## src/rtl/mips_mem_pkg.sv

```systemverilog
// Shared types and byte-lane helpers for the MEM stage.
package mips_mem_pkg;

    localparam logic [1:0] SZ_B = 2'b00;
    localparam logic [1:0] SZ_H = 2'b01;
    localparam logic [1:0] SZ_W = 2'b10;

    typedef enum logic {
        IDLE   = 1'b0,
        RMW_WR = 1'b1
    } state_t;

    // Pull a byte/half/word out of a little-endian word and extend it.
    function automatic logic [31:0] lane_extract(input logic [31:0] word,
                                                 input logic [1:0]  off,
                                                 input logic [1:0]  size,
                                                 input logic        uns);
        logic [7:0]  b;
        logic [15:0] h;
        logic [31:0] res;
        case (off)
            2'd0:    b = word[7:0];
            2'd1:    b = word[15:8];
            2'd2:    b = word[23:16];
            default: b = word[31:24];
        endcase
        h = off[1] ? word[31:16] : word[15:0];
        case (size)
            SZ_B:    res = uns ? {24'd0, b} : {{24{b[7]}}, b};
            SZ_H:    res = uns ? {16'd0, h} : {{16{h[15]}}, h};
            default: res = word;
        endcase
        return res;
    endfunction

    // Overlay the low byte/half of wdata onto the addressed lane of word.
    function automatic logic [31:0] lane_merge(input logic [31:0] word,
                                               input logic [31:0] wdata,
                                               input logic [1:0]  off,
                                               input logic [1:0]  size);
        logic [31:0] res;
        res = word;
        case (size)
            SZ_B: begin
                case (off)
                    2'd0:    res[7:0]   = wdata[7:0];
                    2'd1:    res[15:8]  = wdata[7:0];
                    2'd2:    res[23:16] = wdata[7:0];
                    default: res[31:24] = wdata[7:0];
                endcase
            end
            SZ_H: begin
                if (off[1]) res[31:16] = wdata[15:0];
                else        res[15:0]  = wdata[15:0];
            end
            default: res = wdata;
        endcase
        return res;
    endfunction

    // Halves need an even address, words a multiple of four; bytes never fault.
    function automatic logic is_misaligned(input logic [1:0] off,
                                           input logic [1:0] size);
        return ((size == SZ_H) && off[0]) || ((size == SZ_W) && (off != 2'd0));
    endfunction

endpackage

```

## src/rtl/mem_access_stage_if.sv

```systemverilog
// EX/MEM inputs, dataMemory port and MEM/WB outputs of the MEM stage.
// Handshake: the stage consumes the EX/MEM entry on a clock edge where
// ex_valid=1 and stall=0; while stall=1 the producer must hold every ex_*
// signal unchanged. wb_valid marks a MEM/WB entry for exactly one cycle.
interface mem_access_stage_if #(
    parameter int AW = 10,
    parameter int RW = 5
);
    logic          ex_valid;
    logic          ex_mem_read;
    logic          ex_mem_write;
    logic [1:0]    ex_size;
    logic          ex_unsigned;
    logic          ex_reg_write;
    logic [RW-1:0] ex_rd;
    logic [31:0]   ex_addr;
    logic [31:0]   ex_wdata;
    logic          stall;
    logic          dm_we;
    logic [31:0]   dm_addr;
    logic [31:0]   dm_wdata;
    logic [31:0]   dm_rdata;
    logic          wb_valid;
    logic          wb_reg_write;
    logic [RW-1:0] wb_rd;
    logic [31:0]   wb_data;
    logic          wb_misalign;

    modport slave (
        input  ex_valid, ex_mem_read, ex_mem_write, ex_size, ex_unsigned,
               ex_reg_write, ex_rd, ex_addr, ex_wdata, dm_rdata,
        output stall, dm_we, dm_addr, dm_wdata,
               wb_valid, wb_reg_write, wb_rd, wb_data, wb_misalign
    );

    modport master (
        output ex_valid, ex_mem_read, ex_mem_write, ex_size, ex_unsigned,
               ex_reg_write, ex_rd, ex_addr, ex_wdata, dm_rdata,
        input  stall, dm_we, dm_addr, dm_wdata,
               wb_valid, wb_reg_write, wb_rd, wb_data, wb_misalign
    );

endinterface

```

## src/rtl/mem_lane_unit.sv

```systemverilog
// Combinational lane logic: load extraction and sub-word store merge.
module mem_lane_unit
    import mips_mem_pkg::*;
(
    input  logic [31:0] i_rdata,
    input  logic [31:0] i_wdata,
    input  logic [1:0]  i_off,
    input  logic [1:0]  i_size,
    input  logic        i_uns,
    output logic [31:0] o_load_data,
    output logic [31:0] o_merge_data
);

    assign o_load_data  = lane_extract(i_rdata, i_off, i_size, i_uns);
    assign o_merge_data = lane_merge(i_rdata, i_wdata, i_off, i_size);

endmodule

```

## src/rtl/mem_access_stage.sv

```systemverilog
// MEM pipeline stage: word-indexed memory access with sub-word RMW stores
// and a registered MEM/WB output.
module mem_access_stage
    import mips_mem_pkg::*;
#(
    parameter int AW = 10,
    parameter int RW = 5
) (
    input  logic              clk,
    input  logic              rst,
    mem_access_stage_if.slave bus,
    output state_t            o_dbg_state
);

    state_t        r_state;
    state_t        w_next;
    logic [AW-1:0] r_idx;
    logic [31:0]   r_merge;
    logic          r_wb_valid;
    logic          r_wb_reg_write;
    logic [RW-1:0] r_wb_rd;
    logic [31:0]   r_wb_data;
    logic          r_wb_misalign;

    logic [AW-1:0] w_idx;
    logic [1:0]    w_off;
    logic          w_is_load;
    logic          w_is_store;
    logic          w_mis;
    logic          w_sub_store;
    logic          w_stall;
    logic          w_dm_we;
    logic [AW-1:0] w_dm_idx;
    logic [31:0]   w_dm_wdata;
    logic [31:0]   w_load_data;
    logic [31:0]   w_merge_data;
    logic          w_unused_addr;

    // Upper address bits fall outside the memory and simply wrap.
    assign w_unused_addr = ^bus.ex_addr[31:AW+2];

    assign w_idx       = bus.ex_addr[AW+1:2];
    assign w_off       = bus.ex_addr[1:0];
    // A load with the write bit also set is still a load.
    assign w_is_load   = bus.ex_mem_read;
    assign w_is_store  = bus.ex_mem_write & ~bus.ex_mem_read;
    assign w_mis       = (w_is_load | w_is_store) & is_misaligned(w_off, bus.ex_size);
    assign w_sub_store = bus.ex_valid & w_is_store & ~w_mis &
                         ((bus.ex_size == SZ_B) | (bus.ex_size == SZ_H));

    mem_lane_unit u_lane (
        .i_rdata      (bus.dm_rdata),
        .i_wdata      (bus.ex_wdata),
        .i_off        (w_off),
        .i_size       (bus.ex_size),
        .i_uns        (bus.ex_unsigned),
        .o_load_data  (w_load_data),
        .o_merge_data (w_merge_data)
    );

    // Next state and memory-side outputs; reset silences stall and writes.
    always_comb begin
        w_next     = r_state;
        w_stall    = 1'b0;
        w_dm_we    = 1'b0;
        w_dm_idx   = w_idx;
        w_dm_wdata = bus.ex_wdata;
        case (r_state)
            IDLE: begin
                if (w_sub_store) begin
                    w_stall = 1'b1;
                    w_next  = RMW_WR;
                end else if (bus.ex_valid && w_is_store && !w_mis) begin
                    w_dm_we = 1'b1;
                end
            end
            RMW_WR: begin
                w_dm_we    = 1'b1;
                w_dm_idx   = r_idx;
                w_dm_wdata = r_merge;
                w_next     = IDLE;
            end
            default: w_next = IDLE;
        endcase
        if (rst) begin
            w_dm_we = 1'b0;
            w_stall = 1'b0;
        end
    end

    // FSM state register.
    always_ff @(posedge clk) begin
        if (rst) r_state <= IDLE;
        else     r_state <= w_next;
    end

    // Capture the merged word and its index while the RMW read is in flight.
    always_ff @(posedge clk) begin
        if (rst) begin
            r_idx   <= '0;
            r_merge <= '0;
        end else if (r_state == IDLE && w_sub_store) begin
            r_idx   <= w_idx;
            r_merge <= w_merge_data;
        end
    end

    // MEM/WB register: loads, pass-through results, store retirement, faults.
    always_ff @(posedge clk) begin
        if (rst) begin
            r_wb_valid     <= 1'b0;
            r_wb_reg_write <= 1'b0;
            r_wb_rd        <= '0;
            r_wb_data      <= '0;
            r_wb_misalign  <= 1'b0;
        end else if (r_state == RMW_WR) begin
            r_wb_valid     <= 1'b1;
            r_wb_reg_write <= 1'b0;
            r_wb_data      <= '0;
            r_wb_misalign  <= 1'b0;
        end else if (!bus.ex_valid || w_sub_store) begin
            r_wb_valid     <= 1'b0;
            r_wb_reg_write <= 1'b0;
            r_wb_misalign  <= 1'b0;
        end else begin
            r_wb_valid    <= 1'b1;
            r_wb_rd       <= bus.ex_rd;
            r_wb_misalign <= w_mis;
            if (w_mis || w_is_store) begin
                r_wb_reg_write <= 1'b0;
                r_wb_data      <= '0;
            end else if (w_is_load) begin
                r_wb_reg_write <= bus.ex_reg_write;
                r_wb_data      <= w_load_data;
            end else begin
                r_wb_reg_write <= bus.ex_reg_write;
                r_wb_data      <= bus.ex_wdata;
            end
        end
    end

    assign bus.stall        = w_stall;
    assign bus.dm_we        = w_dm_we;
    assign bus.dm_addr      = {{(32-AW){1'b0}}, w_dm_idx};
    assign bus.dm_wdata     = w_dm_wdata;
    assign bus.wb_valid     = r_wb_valid;
    assign bus.wb_reg_write = r_wb_reg_write;
    assign bus.wb_rd        = r_wb_rd;
    assign bus.wb_data      = r_wb_data;
    assign bus.wb_misalign  = r_wb_misalign;
    assign o_dbg_state      = r_state;

endmodule
```

## src/flat_wrapper.sv

```systemverilog
// flat-port wrapper written by rule: the top's interface ports become plain ports
module mem_access_stage_flat import mips_mem_pkg::*;
#(
    parameter int AW = 10,
    parameter int RW = 5
)
  (clk, rst, o_dbg_state, bus_ex_valid, bus_ex_mem_read, bus_ex_mem_write, bus_ex_size, bus_ex_unsigned, bus_ex_reg_write, bus_ex_rd, bus_ex_addr, bus_ex_wdata, bus_dm_rdata, bus_stall, bus_dm_we, bus_dm_addr, bus_dm_wdata, bus_wb_valid, bus_wb_reg_write, bus_wb_rd, bus_wb_data, bus_wb_misalign);
  mem_access_stage_if #(.AW(AW), .RW(RW)) bus_i ();
  input  logic clk;
  input  logic rst;
  output state_t o_dbg_state;
  input wire logic [$bits(bus_i.ex_valid)-1:0] bus_ex_valid;
  input wire logic [$bits(bus_i.ex_mem_read)-1:0] bus_ex_mem_read;
  input wire logic [$bits(bus_i.ex_mem_write)-1:0] bus_ex_mem_write;
  input wire logic [$bits(bus_i.ex_size)-1:0] bus_ex_size;
  input wire logic [$bits(bus_i.ex_unsigned)-1:0] bus_ex_unsigned;
  input wire logic [$bits(bus_i.ex_reg_write)-1:0] bus_ex_reg_write;
  input wire logic [$bits(bus_i.ex_rd)-1:0] bus_ex_rd;
  input wire logic [$bits(bus_i.ex_addr)-1:0] bus_ex_addr;
  input wire logic [$bits(bus_i.ex_wdata)-1:0] bus_ex_wdata;
  input wire logic [$bits(bus_i.dm_rdata)-1:0] bus_dm_rdata;
  output wire logic [$bits(bus_i.stall)-1:0] bus_stall;
  output wire logic [$bits(bus_i.dm_we)-1:0] bus_dm_we;
  output wire logic [$bits(bus_i.dm_addr)-1:0] bus_dm_addr;
  output wire logic [$bits(bus_i.dm_wdata)-1:0] bus_dm_wdata;
  output wire logic [$bits(bus_i.wb_valid)-1:0] bus_wb_valid;
  output wire logic [$bits(bus_i.wb_reg_write)-1:0] bus_wb_reg_write;
  output wire logic [$bits(bus_i.wb_rd)-1:0] bus_wb_rd;
  output wire logic [$bits(bus_i.wb_data)-1:0] bus_wb_data;
  output wire logic [$bits(bus_i.wb_misalign)-1:0] bus_wb_misalign;
  assign bus_i.ex_valid = bus_ex_valid;
  assign bus_i.ex_mem_read = bus_ex_mem_read;
  assign bus_i.ex_mem_write = bus_ex_mem_write;
  assign bus_i.ex_size = bus_ex_size;
  assign bus_i.ex_unsigned = bus_ex_unsigned;
  assign bus_i.ex_reg_write = bus_ex_reg_write;
  assign bus_i.ex_rd = bus_ex_rd;
  assign bus_i.ex_addr = bus_ex_addr;
  assign bus_i.ex_wdata = bus_ex_wdata;
  assign bus_i.dm_rdata = bus_dm_rdata;
  assign bus_stall = bus_i.stall;
  assign bus_dm_we = bus_i.dm_we;
  assign bus_dm_addr = bus_i.dm_addr;
  assign bus_dm_wdata = bus_i.dm_wdata;
  assign bus_wb_valid = bus_i.wb_valid;
  assign bus_wb_reg_write = bus_i.wb_reg_write;
  assign bus_wb_rd = bus_i.wb_rd;
  assign bus_wb_data = bus_i.wb_data;
  assign bus_wb_misalign = bus_i.wb_misalign;
  mem_access_stage #(.AW(AW), .RW(RW)) u_core (.clk(clk), .rst(rst), .bus(bus_i), .o_dbg_state(o_dbg_state));
endmodule
```

## config.mk

```make
export PLATFORM = sky130hd
export DESIGN_NAME = mem_access_stage_flat
export DESIGN_NICKNAME = d
export VERILOG_FILES = /design/src/rtl/mips_mem_pkg.sv /design/src/rtl/mem_access_stage_if.sv /design/src/rtl/mem_lane_unit.sv /design/src/rtl/mem_access_stage.sv /design/src/flat_wrapper.sv
export SDC_FILE = /design/constraint.sdc
export NUM_CORES = 1
export LEC_CHECK = 0
export CAP_MARGIN = 25
export CELL_PAD_IN_SITES_DETAIL_PLACEMENT = 1
export CELL_PAD_IN_SITES_GLOBAL_PLACEMENT = 2
export CORE_UTILIZATION = 28
export CTS_BUF_LIST = sky130_fd_sc_hd__clkbuf_4 sky130_fd_sc_hd__clkbuf_8
export DETAILED_ROUTE_END_ITERATION = 6
export PLACE_DENSITY_LB_ADDON = 0.25
export SLEW_MARGIN = 15
export SYNTH_ARGS = -nofsm -noshare
export SYNTH_HDL_FRONTEND = slang
export SYNTH_HIERARCHICAL = 1
export SYNTH_SLANG_ARGS = --single-unit
```

## constraint.sdc

```tcl
create_clock -name clk -period 2.25 [get_ports clk]
set_input_delay 0.45 -clock clk [delete_from_list [all_inputs] [get_ports clk]]
set_output_delay 0.45 -clock clk [all_outputs]
set_load 0.01 [all_outputs]
```

* Yosys cells after proc, flatten, opt, wreduce, memory -nomap -nowiden
Cells that the tools add are included.
** Word-level totals
- Logic and storage cells :: 67
- Bits in registers :: 83
- Output and inout bits :: 107
** Cells by class
- Muxes and demuxes :: 26
- Equal/unequal tests :: 4
- Reductions and logical operators :: 18
- Bitwise gates (word level) :: 11
** Operator list (number)
- $mux W32 :: 5
- $pmux W32 S2 :: 2
- $mux W16 :: 3
- $mux W8 :: 4
- $pmux W8 S3 :: 1
- $mux W10 :: 1
- $mux W1 :: 8
- $reduce_or A3 Y1 :: 2
- $and A1 B1 Y1 :: 5
- $logic_and A1 B1 Y1 :: 5
- $eq A2 B1 Y1 const B :: 2
- $eq A2 B2 Y1 const B :: 2
- $logic_not A2 Y1 :: 2
- $not A1 Y1 :: 4
- $pmux W1 S2 :: 2
- $reduce_or A4 Y1 :: 1
- $logic_or A1 B1 Y1 :: 3
- $logic_not A1 Y1 :: 2
- $or A1 B1 Y1 :: 2
- $reduce_and A2 Y1 :: 1
- $reduce_bool A2 Y1 :: 1
- $reduce_or A2 Y1 :: 1

* Depth between registers and ports, before layout
Gate-level depths: netlist (run 1).
- Depth in word-level cells :: 10
- Gate-level depth with buffers :: 8
- Depth with buffers taken out :: 5

* By module
The synthesis (run 1) kept the hierarchy.
** Modules (own cells, without submodules)
- mem_access_stage :: instances 1, cells an instance 444, area an instance 4642.0 µm²
- mem_lane_unit :: instances 1, cells an instance 251, area an instance 1928.1 µm²

* Worst setup path before layout (run 1)
No wires, ideal clock.
- Path kind :: register to output
- From :: register u_core.r_state (netlist: u_core/o_dbg_state)
- To :: output port bus_dm_addr[0]
- Arrival time :: 1.327 ns
- Buffers on the path :: 2
- Slack :: 0.473 ns
- Required time :: 1.800 ns
- Stages on the path, launching flop included :: 4
- Path through :: dfxtp_1 > buf_2 > buf_1 > mux2_2
** On the way
- Cells in the longest elaborated chain, start to end :: 1
** Ends and longest elaborated chain
- start: declaration :: RTL line mem_access_stage.sv:15 : state_t r_state;
- start signal: assignment :: RTL line mem_access_stage.sv:94 : else r_state <= w_next;
- $mux W10 :: RTL line mem_access_stage.sv:68 : case (r_state)
- end: declaration :: RTL line flat_wrapper.sv:24 : output wire logic [$bits(bus_i.dm_addr)-1:0] bus_dm_addr;
Every way passes these cells.

* Worst setup path after layout (run 1)
- From :: input port bus_ex_addr[0]
- To :: output port bus_stall
** On the way
- Cells in the longest elaborated chain, start to end :: 10
- Elaborated cells on any way between the ends :: 11
- Classes of those cells :: mux: 3; bitwise: 4; reduce/logical: 4
** Ends and longest elaborated chain
- start: declaration :: RTL line flat_wrapper.sv:19 : input wire logic [$bits(bus_i.ex_addr)-1:0] bus_ex_addr;
- $reduce_bool A2 Y1 :: RTL line mips_mem_pkg.sv:64 : return ((size == SZ_H) && off[0]) || ((size == SZ_W) && (off != 2'd0));
- $logic_and A1 B1 Y1 :: RTL line mips_mem_pkg.sv:64
- $logic_or A1 B1 Y1 * :: RTL line mips_mem_pkg.sv:64
- $and A1 B1 Y1 * :: RTL line mem_access_stage.sv:47 : assign w_mis = (w_is_load | w_is_store) & is_misaligned(w_off, bus.ex_size);
- $not A1 Y1 * :: RTL line mem_access_stage.sv:48 : assign w_sub_store = bus.ex_valid & w_is_store & ~w_mis &
- $and A1 B1 Y1 * (2 in a row) :: RTL line mem_access_stage.sv:48
- $mux W1 * :: RTL line mem_access_stage.sv:70 : if (w_sub_store) begin
- $mux W1 * :: RTL line mem_access_stage.sv:68
- $mux W1 * :: RTL line mem_access_stage.sv:85 : if (rst) begin
- end: declaration :: RTL line flat_wrapper.sv:22 : output wire logic [$bits(bus_i.stall)-1:0] bus_stall;
Every way passes the cells marked *; elsewhere a longest branch is shown, timed or not.

==> results_dict.tcl, run 1 <==
set metrics [dict create \
    grt_pass1_wl_mm 40.1 \
    starting_utilization_of_the_core_area_pct 28.8 \
    synth-seq-cells 83 \
    core_sq_mm 0.0228 \
    route.final.wire_length_mm 26.6 \
    route.antenna.remaining_nets 0 \
    finClkSkew_ps 10.6 \
    vias 6276 \
    worstPathRequired_ps 1800 \
    synth_flop_cell "sky130_fd_sc_hd__dfxtp_1" \
    timing_hold_violations_final 0 \
    h_tree_level_count 3 \
    cts-hold-fix-buffers 0 \
    power.clock.fraction_pct 27.8 \
    critical_path_sink_type "primary output" \
    maxClockFrequency_ghz 0.464 \
    antenna_violations_before_repair 0 \
    routabilityCongestion 0.855 \
    final_net_count 1052 \
    tritoncts "built" \
    ctsRootBufferMaster "sky130_fd_sc_hd__clkbuf_8" \
    layout.cells.most_common "sky130_fd_sc_hd__clkdlybuf4s50_1" \
    vdd_ir_drop_max_uv 277 \
    max_cap_viol_count 0 \
    clkTransAtPathRegs_ps 90 \
    fin_util_pct 41.7 \
    power.combinational.fraction_pct 35.1 \
    die_h_microns 155 \
    worst_skew_pair.late_latency_ps 380 \
    setup_viol_count_final 0 \
    min_path_type "input port to flip-flop" \
    globalRouteOverflowTotal 0 \
    die_area_sq_mm 0.0241 \
    setup.worst_path.class "input port to primary output" \
    cp.arrival_ps 1700 \
    share_of_async_settable_or_async_resettable_flops_after_synthesis_pct 0 \
    post_route_cells_drive_above_1_share_pct 26.8 \
    result_of_the_run "complete, no violations" \
    drt_iter0_markers 232 \
    power-per-cell-area_mw_per_mm2 441 \
    placementRows 55 \
    cts-buffers-inserted 9 \
    setup_repair_after_global_routing_missed_its_margin "no" \
    static-leakage-power_uw 0.00378 \
    synth.cell_area_sq_mm 0.00657 \
    netlist-cell-type-count 51 \
    yosys_warnings 6 \
    max_slew.worst_pin.slew_ps 672 \
    post_synth.cell_area_avg_sq_um 9.45 \
    timing.final.crit_period_ps 2150 \
    die_x_microns 155 \
    ys_seq_area_share_pct 25.3 \
    insertedDiodeCount 0 \
    firstDrtPassIters 4 \
    pwr-share-seq_pct 37.2 \
    synth_edf_count 0 \
    fin_cells 1259 \
    cts_sinks 83 \
    layout.cells.most_common_list "sky130_fd_sc_hd__clkdlybuf4s50_1 (125), sky130_fd_sc_hd__buf_4 (116), sky130_fd_sc_hd__mux2i_1 (112)" \
    grt_start_max_net_pins 92 \
    detail_route.vias_per_cell 4.98 \
    netSwitchingFraction_pct 32.1 \
    cts_max_path_buffers 2 \
    track_usage_pct 22.2 \
    syn_to_final_growth_pct 44.9 \
    crit_path_start_kind "input port" \
    vias_in_the_first_global_route 6717 \
    largest_fanout_on_the_critical_path 3 \
    numPlacedInstances 1243 \
    intPower_uw 2850 \
    io_buffer_count 174 \
    dp.final_hpwl_mm 20.6 \
    ios 217 \
    wl_per_cell_microns 21.1 \
    power.net_switching_uw 1350 \
    max_slew_violation_count 0 \
    synthesis.instances 695 \
    final.period_utilization_pct 95.7 \
    drt_drc 0 \
    slew-limit-headroom_pct 55.2 \
]
-- kinds of logic after synthesis --
group	share of synthesized area [%]
compound gates	18.2
xor+xnor	0.133
buf+inv	8.30
flops	25.3
mux	28.3
other cells	0.0571
simple gates	19.7
-- synthesized netlist by cell type, types with 3 or more instances --
cell type / n / share of area (%)
sky130_fd_sc_hd__nand2b_1: 99 / 9.4
sky130_fd_sc_hd__and2_1: 7 / 0.67
sky130_fd_sc_hd__nand2_1: 59 / 3.4
sky130_fd_sc_hd__buf_6: 9 / 1.5
sky130_fd_sc_hd__mux2i_1: 112 / 17
sky130_fd_sc_hd__o22ai_1: 23 / 2.2
sky130_fd_sc_hd__dfxtp_1: 83 / 25
sky130_fd_sc_hd__buf_4: 31 / 3.5
sky130_fd_sc_hd__o32ai_1: 3 / 0.40
sky130_fd_sc_hd__o221ai_1: 17 / 2.3
sky130_fd_sc_hd__nor2b_1: 34 / 3.2
sky130_fd_sc_hd__mux4_2: 7 / 2.4
sky130_fd_sc_hd__a221o_1: 8 / 1.2
sky130_fd_sc_hd__buf_2: 15 / 1.1
sky130_fd_sc_hd__o32ai_2: 29 / 7.2
sky130_fd_sc_hd__mux2_2: 50 / 8.6
sky130_fd_sc_hd__inv_1: 4 / 0.23
sky130_fd_sc_hd__clkbuf_1: 26 / 1.5
sky130_fd_sc_hd__o211ai_1: 4 / 0.46
sky130_fd_sc_hd__o211ai_2: 4 / 0.76
sky130_fd_sc_hd__a211oi_1: 7 / 0.80
sky130_fd_sc_hd__and3b_1: 8 / 1.1
sky130_fd_sc_hd__a21oi_1: 3 / 0.23
sky130_fd_sc_hd__buf_1: 5 / 0.29
sky130_fd_sc_hd__o21ai_0: 7 / 0.53
sky130_fd_sc_hd__nor2_1: 12 / 0.69
-- sequential cells by signal, indices dropped and copies added (netlist names) --
name and flops:
u_core/o_dbg_state 1, u_core/r_merge 32, u_core/bus.wb_misalign 1, u_core/bus.wb_data 32, u_core/bus.wb_reg_write 1, u_core/r_idx 10
u_core/bus.wb_valid 1, u_core/bus.wb_rd 5
-- worst max-delay path, stage by stage --
cell                              delay (ps)
sky130_fd_sc_hd__clkdlybuf4s50_1         430
sky130_fd_sc_hd__buf_4                   160
sky130_fd_sc_hd__a21oi_1                 190
sky130_fd_sc_hd__nand2_1                  90
sky130_fd_sc_hd__nor2_1                  110
sky130_fd_sc_hd__dlygate4sd2_1           280
-- through the flow --
step	TNS (ps)	total power, uW	setup WS (ps)	instance area (sq um)	hold slack (ps)
finish	0	4200	95.7	9520	470
global route	0	4420	5.71	9520	463
CTS	0	4260	3.13	9510	466
detailed placement	-7280	3100	-283	9340	465
global placement	-5750	3080	-246	9340	457
floorplan	0	2330	473	6650	445
-- power by group through the flow --
stage | registers [uW] | logic [uW] | clock network (uW)
CTS | 1560 | 1490 | 1210
floorplan | 1610 | 725 | 0
global placement | 1590 | 1490 | 0
detailed placement | 1600 | 1510 | 0
global route | 1570 | 1570 | 1280
finish | 1560 | 1470 | 1170
-- worst paths after layout --
check / from / end / slack [ps] / depth (start not counted)
setup / recovery: bus_ex_addr[0] / bus_stall / 100 / 6
hold / removal: rst / u_core/bus.wb_valid / 470 / 2
setup reg to reg: u_core/o_dbg_state / u_core/bus.wb_misalign / 640 / 5
hold reg to reg: u_core/r_merge[22] / u_core/r_merge[22] / 480 / 2
-- per-layer routing --
layer	global-route usage (%)	part of all wire (%)	routed length (microns)	vias to the layer above
met5	0	0	0	-
met4	9.48	3.4	904	0
met3	3.29	4.8	1270	40
met2	37.4	47	12500	219
met1	28.1	45	11900	3051
li1	-	-	-	2966
-- timing repair --
item                                    4_1_cts  5_1_grt
hold endpoints to repair                      0        0
endpoints found under the setup margin       44        5
gates resized for setup                      44        7
buffers inserted                              1        0
-- layout make-up --
cell class | count | area, sq um
fill | 2658 | 13300
multi-input combinational | 542 | 4460
timing repair buffer | 302 | 2790
sequential | 83 | 1670
tap | 313 | 392
clock buffer | 11 | 151
clock inverter | 4 | 50.0
inverter | 4 | 15.0
No activity file was read; power rests on OpenSTA's default activity.
==> inputs of run 2 (changes only) <==
--- a/config.mk
+++ b/config.mk
@@ -8,12 +8,11 @@
 export CAP_MARGIN = 25
 export CELL_PAD_IN_SITES_DETAIL_PLACEMENT = 1
 export CELL_PAD_IN_SITES_GLOBAL_PLACEMENT = 2
-export CORE_UTILIZATION = 28
+export CORE_UTILIZATION = 25
 export CTS_BUF_LIST = sky130_fd_sc_hd__clkbuf_4 sky130_fd_sc_hd__clkbuf_8
 export DETAILED_ROUTE_END_ITERATION = 6
 export PLACE_DENSITY_LB_ADDON = 0.25
 export SLEW_MARGIN = 15
 export SYNTH_ARGS = -nofsm -noshare
 export SYNTH_HDL_FRONTEND = slang
-export SYNTH_HIERARCHICAL = 1
 export SYNTH_SLANG_ARGS = --single-unit
==> constraint.sdc (replaced) <==
create_clock -name clk -period 2.2 [get_ports clk]
set_input_delay 0.44 -clock clk [delete_from_list [all_inputs] [get_ports clk]]
set_output_delay 0.44 -clock clk [all_outputs]
set_load 0.01 [all_outputs]
==> run 2 against run 1 <==
Effect of this change: sequential power up 3%; power is 8.9% lower; largest power group unchanged; cell area shrank 16%; utilization is 2.1 points lower; die area shrank 12%; worst hold slack worse by 13 ps; global-route usage down 1.5 points; flip-flop and latch count unchanged; synthesized area decreased by 21%; sequential share of layout area increased by 3.3 points; final cell count fell by 12%; non-clock buffer count down 34; largest cell class unchanged.
==> results_dict.tcl, run 2 <==
set metrics [dict create \
    reg2reg_to "u_core.bus.wb_data[19]" \
    largest_stage_delay_on_the_critical_path_ps 420 \
    finClkSkew_ps 19.0 \
    timing.hold.worst_path_depth 2 \
    core_sq_mm 0.0203 \
    power.combinational.fraction_pct 30.2 \
    share_of_async_settable_or_async_resettable_flops_after_synthesis_pct 0 \
    whs_endpoint "u_core.r_idx[7]" \
    layout.cells.most_common "sky130_fd_sc_hd__clkdlybuf4s50_1" \
    footprint_of_the_multi_input_gates_sq_mm 0.00313 \
    max_slew_violation_count 0 \
    synthDominantAreaCellType "sky130_fd_sc_hd__dfxtp_1" \
    ios 217 \
    track_usage_pct 20.7 \
    insertedDiodeCount 0 \
    die_h_microns 146 \
    filler_cell_count 2408 \
    max_slew.worst_pin.slew_ps 615 \
    placementRows 52 \
    synth_edf_count 0 \
    timing.hold.worst.start "u_core.r_idx[7]" \
    globalRouteOverflowTotal 0 \
    total_power_consumption_of_the_routed_design_uw 3830 \
    die_x_microns 146 \
    yosys.cell_count.top_type "sky130_fd_sc_hd__dfxtp_1" \
    result_of_the_run "complete, no violations" \
    power.net_switching_uw 1240 \
    worst_skew_pair.late_latency_ps 390 \
    grt_pass1_wl_mm 33.5 \
    synth-seq-cells 83 \
    area_share_of_the_largest_cell_type_after_synthesis_pct 32.1 \
    crit_path_start_kind "flip-flop" \
    detail_route.vias_per_cell 5.09 \
    reg2reg_depth 7 \
    timing_hold_violations_final 0 \
    cp.arrival_ps 1710 \
    netlist-cell-type-count 53 \
    clkTransAtPathRegs_ps 100 \
    crit_slowest_cell "sky130_fd_sc_hd__dfxtp_4" \
    setup.worst_path.class "flip-flop to primary output" \
    route.final.wire_length_mm 22.2 \
    maxClockFrequency_ghz 0.466 \
    kind_of_cell_adding_the_most_delay_to_the_critical_path "buffers and inverters" \
    synth.cell_area_sq_mm 0.00518 \
    final_net_count 944 \
    synth_flop_cell "sky130_fd_sc_hd__dfxtp_1" \
    vias 5643 \
    dp.final_hpwl_mm 17.1 \
    numPlacedInstances 1083 \
    power.clock.fraction_pct 27.8 \
    cts_max_path_buffers 2 \
    fin_worst_hold_slack_ps 458 \
    min_path_type "flip-flop to flip-flop" \
    grt_start_max_net_pins 37 \
    starting_utilization_of_the_core_area_pct 25.5 \
    yosys_warnings 0 \
    synthesis.instances 616 \
    vias_in_the_first_global_route 5802 \
    static-leakage-power_uw 0.00328 \
    seq_area_sq_mm 0.00167 \
    fin_cells 1109 \
    worstPathRequired_ps 1760 \
    post_route_cells_drive_above_1_share_pct 20.9 \
    route.antenna.remaining_nets 0 \
    die_area_sq_mm 0.0213 \
    finalSetupTns_ps 0 \
    synth_commonest_cells "sky130_fd_sc_hd__dfxtp_1 (83), sky130_fd_sc_hd__a21oi_1 (59), sky130_fd_sc_hd__mux2_2 (49)" \
    syn_to_final_growth_pct 54.9 \
    crit-reg2reg-launch "u_core.o_dbg_state" \
    max_cap_viol_count 0 \
    netSwitchingFraction_pct 32.3 \
    io_buffer_count 174 \
    h_tree_level_count 3 \
    largest_fanout_on_the_critical_path 6 \
    intPower_uw 2590 \
    cts_sinks 83 \
    tritoncts "built" \
    routabilityCongestion 0.870 \
    timing.critical_path.buf_inv 3 \
    wl_per_cell_microns 20.0 \
    drt_drc 0 \
    pre_cts_slack_ps -556 \
    post_synth.cell_area_avg_sq_um 8.41 \
    drt_iter0_markers 246 \
    slew-limit-headroom_pct 58.8 \
    final.period_utilization_pct 97.5 \
    reg2reg_slack_ps 150 \
    cts-buffers-inserted 9 \
    critical_path_sink_type "primary output" \
    ys_seq_area_share_pct 32.1 \
    cells_along_the_critical_path "buf_12 > buf_4 > mux2_2 > dlygate4sd2_1" \
    antenna_violations_before_repair 0 \
    power-per-cell-area_mw_per_mm2 477 \
    ctsRootBufferMaster "sky130_fd_sc_hd__clkbuf_8" \
    setup_viol_count_final 0 \
    vdd_ir_drop_max_uv 238 \
    pwr-share-seq_pct 42.0 \
    timing.final.crit_period_ps 2150 \
    firstDrtPassIters 5 \
    layout_setup_ws_ps 54.8 \
    cts-hold-fix-buffers 0 \
    layout.cells.most_common_list "sky130_fd_sc_hd__clkdlybuf4s50_1 (123), sky130_fd_sc_hd__dfxtp_1 (82), sky130_fd_sc_hd__buf_4 (79)" \
    synth_top_cells_by_area "sky130_fd_sc_hd__dfxtp_1 (32%), sky130_fd_sc_hd__mux2_2 (11%), sky130_fd_sc_hd__a21oi_1 (5.7%)" \
]
==> run 2: changes by cell type after synthesis, sizes merged, moves of 23 or more <==
cell and change:
nor2 +29, nand2b -95, o32ai -32, a21oi +55, nand2 -33, mux2i -99
o22ai -23
==> run 2: timing repair <==
action,in CTS,in global routing
gates resized for setup,37,34
setup endpoints to repair,64,42
cloned,0,0
pin swaps,1,1
buffers inserted,3,6
==> run 2: power by group through the flow <==
stage	Combinational, uW	Clock [uW]	Sequential [uW]
4_1_cts	1160	1110	1610
6_report	1160	1060	1610
3_5_place_dp	1160	0	1640
2_1_floorplan	502	0	1650
5_1_grt	1230	1180	1610
3_3_place_gp	1140	0	1640
==> run 2: tightest hold or removal path: stages, from the launching register on <==
cell and delay, ps:
sky130_fd_sc_hd__dfxtp_1 310, sky130_fd_sc_hd__nand2_1 50, sky130_fd_sc_hd__a21oi_1 50
==> run 2: area by class of cell <==
| class | instances | area share, % |
|---|---|---|
| multi-input combinational | 450 | 39.0 |
| timing repair buffer | 268 | 32.7 |
| sequential | 83 | 20.8 |
| tap | 270 | 4.21 |
| clock buffer | 10 | 1.64 |
| inverter | 22 | 1.03 |
| clock inverter | 6 | 0.592 |
==> run 2: cell families after synthesis <==
| kind of cell | Yosys count | synth area share, % |
|---|---|---|
| multiplexers | 62 | 13.2 |
| AND/OR/NAND/NOR | 149 | 15.5 |
| buffers and inverters | 104 | 9.64 |
| flip-flops | 83 | 32.1 |
| other | 1 | 0.0724 |
| XOR/XNOR | 1 | 0.169 |
| AO/OA/AOI/OAI | 216 | 29.4 |
==> run 2: how the worst max path moves through the flow <==
stage	endpoint	start	depth (start not counted)
after floorplan	bus_dm_wdata[17]	u_core.o_dbg_state	4
after global placement	u_core.bus.wb_data[21]	bus_ex_addr[1]	7
final	bus_dm_wdata[14]	u_core.o_dbg_state	4
after CTS	bus_dm_wdata[21]	u_core.o_dbg_state	3
after detailed placement	u_core.bus.wb_data[21]	bus_ex_addr[1]	7
after global routing	bus_dm_wdata[14]	u_core.o_dbg_state	4
==> run 2: metrics by stage <==
step,instance area (sq um),util [%]
floorplan,5260,-
global placement,7630,37.6
detailed placement,7630,37.6
CTS,7850,38.7
global route,8030,39.5
finish,8030,39.5
==> run 2: per-layer routing <==
layer / share of wire [%] / global-route usage, %
met1: 46 / 26.7
met2: 48 / 34.5
met3: 4.1 / 2.98
met4: 2.2 / 8.63
met5: 0 / 0
==> edit, RTL diff (flow settings as in run 1) <==
`AW` is set to 10 in 3 places; all go to 9.
--- a/src/rtl/mem_access_stage_if.sv
+++ b/src/rtl/mem_access_stage_if.sv
@@ -4,5 +4,5 @@
 // signal unchanged. wb_valid marks a MEM/WB entry for exactly one cycle.
 interface mem_access_stage_if #(
-    parameter int AW = 10,
+    parameter int AW = 9,
     parameter int RW = 5
 );
--- a/src/rtl/mem_access_stage.sv
+++ b/src/rtl/mem_access_stage.sv
@@ -4,5 +4,5 @@
     import mips_mem_pkg::*;
 #(
-    parameter int AW = 10,
+    parameter int AW = 9,
     parameter int RW = 5
 ) (
--- a/src/flat_wrapper.sv
+++ b/src/flat_wrapper.sv
@@ -2,5 +2,5 @@
 module mem_access_stage_flat import mips_mem_pkg::*;
 #(
-    parameter int AW = 10,
+    parameter int AW = 9,
     parameter int RW = 5
 )
Function: changed (Yosys sat finds a counterexample within 4 cycles, from zero or initial values and one cycle with rst high).
==> edit against run 1 <==
- fmax is 1.4% lower
- critical path depth decreased by 1
- core utilization is 0.55 points lower
- design area down 1.6%
- sequential cell count down 1
- power grew 1.9%
- routed wire length down 0.18%
- synthesized area shrank 0.70%
- worst setup slack worse by 0.031 ns
- highest routed layer unchanged
==> edit: results <==
placed_design:
  portBuffers: 172
  hpwl_mm: 20.7
  placed_cell_area_sq_um: 9150
  preCtsSetupSlack_ns: -0.304
yosys:
  yosys-top-cells-area: "dfxtp_1, mux2i_1, nand2b_1, mux2_2, o32ai_2"
  synth_xor_area_share_pct: 0.134
  synthCells: 691
  yosysSeqAreaShare_pct: 25.2
  synth_commonest_cells: "mux2i_1, nand2b_1, dfxtp_1"
  synth_compound_area_share_pct: 18.4
final_layout:
  layout.nets: 1030
  seqCellArea_sq_um: 1650
  fillCellCount: 2581
  fin_cells: 1238
setup_path:
  cp-startpoint: "bus_ex_mem_write"
  cp.arrival_ns: 1.74
power_and_ir_drop:
  total_power_mw: 4.28
  powerClk_mw: 1.30
route:
  dr.first_iter.drc_count: 267
  vias_per_cell: 4.91
  post_drt_wl_per_cell_um: 21.4
grt:
  grt_max_degree: 74
  grtUsageTotal_pct: 22.4
  grt_pass1_wl_mm: 40.4
hold_path:
  holdCritStartpoint: "u_core/r_merge[16]$_SDFFE_PP0P_"
  hp-class: "reg2reg"
sta:
  skew_ns: 0.00798
  relSlewSlack_pct: 61.0
clock_network:
  ctsResizeCount: 49
  cts_setup_buffers: 0
outcome:
  run_status: "completed"
==> edit: area by class of cell <==
cell class,instances,area share (%)
Multi-Input combinational cell,539,47.3
Sequential cell,82,17.6
Clock buffer,11,1.62
Tap cell,313,4.18
Inverter,4,0.160
Timing Repair Buffer,284,28.2
Clock inverter,5,0.909
==> edit: final timing paths <==
check	end	slack (ns)	cells past startpoint
hold / removal	u_core/r_merge[16]$_SDFFE_PP0P_	0.48	2
setup reg to reg	u_core/bus.wb_misalign$_SDFF_PP0_	0.54	5
hold reg to reg	u_core/r_merge[16]$_SDFFE_PP0P_	0.48	2
setup / recovery	bus_dm_we	0.06	5
==> edit: critical path, stage by stage <==
cell,delay [ns]
clkdlybuf4s50_1,0.53
nor2b_4,0.19
a41oi_1,0.13
nor2_1,0.15
dlygate4sd2_1,0.28
==> edit: routing by layer <==
layer	wire (um)	GRT usage, %	up-vias
met2	13300	40.3	181
li1	-	-	2921
met4	370	5.00	0
met5	0	0	-
met1	11500	28.0	2956
met3	1330	3.42	20
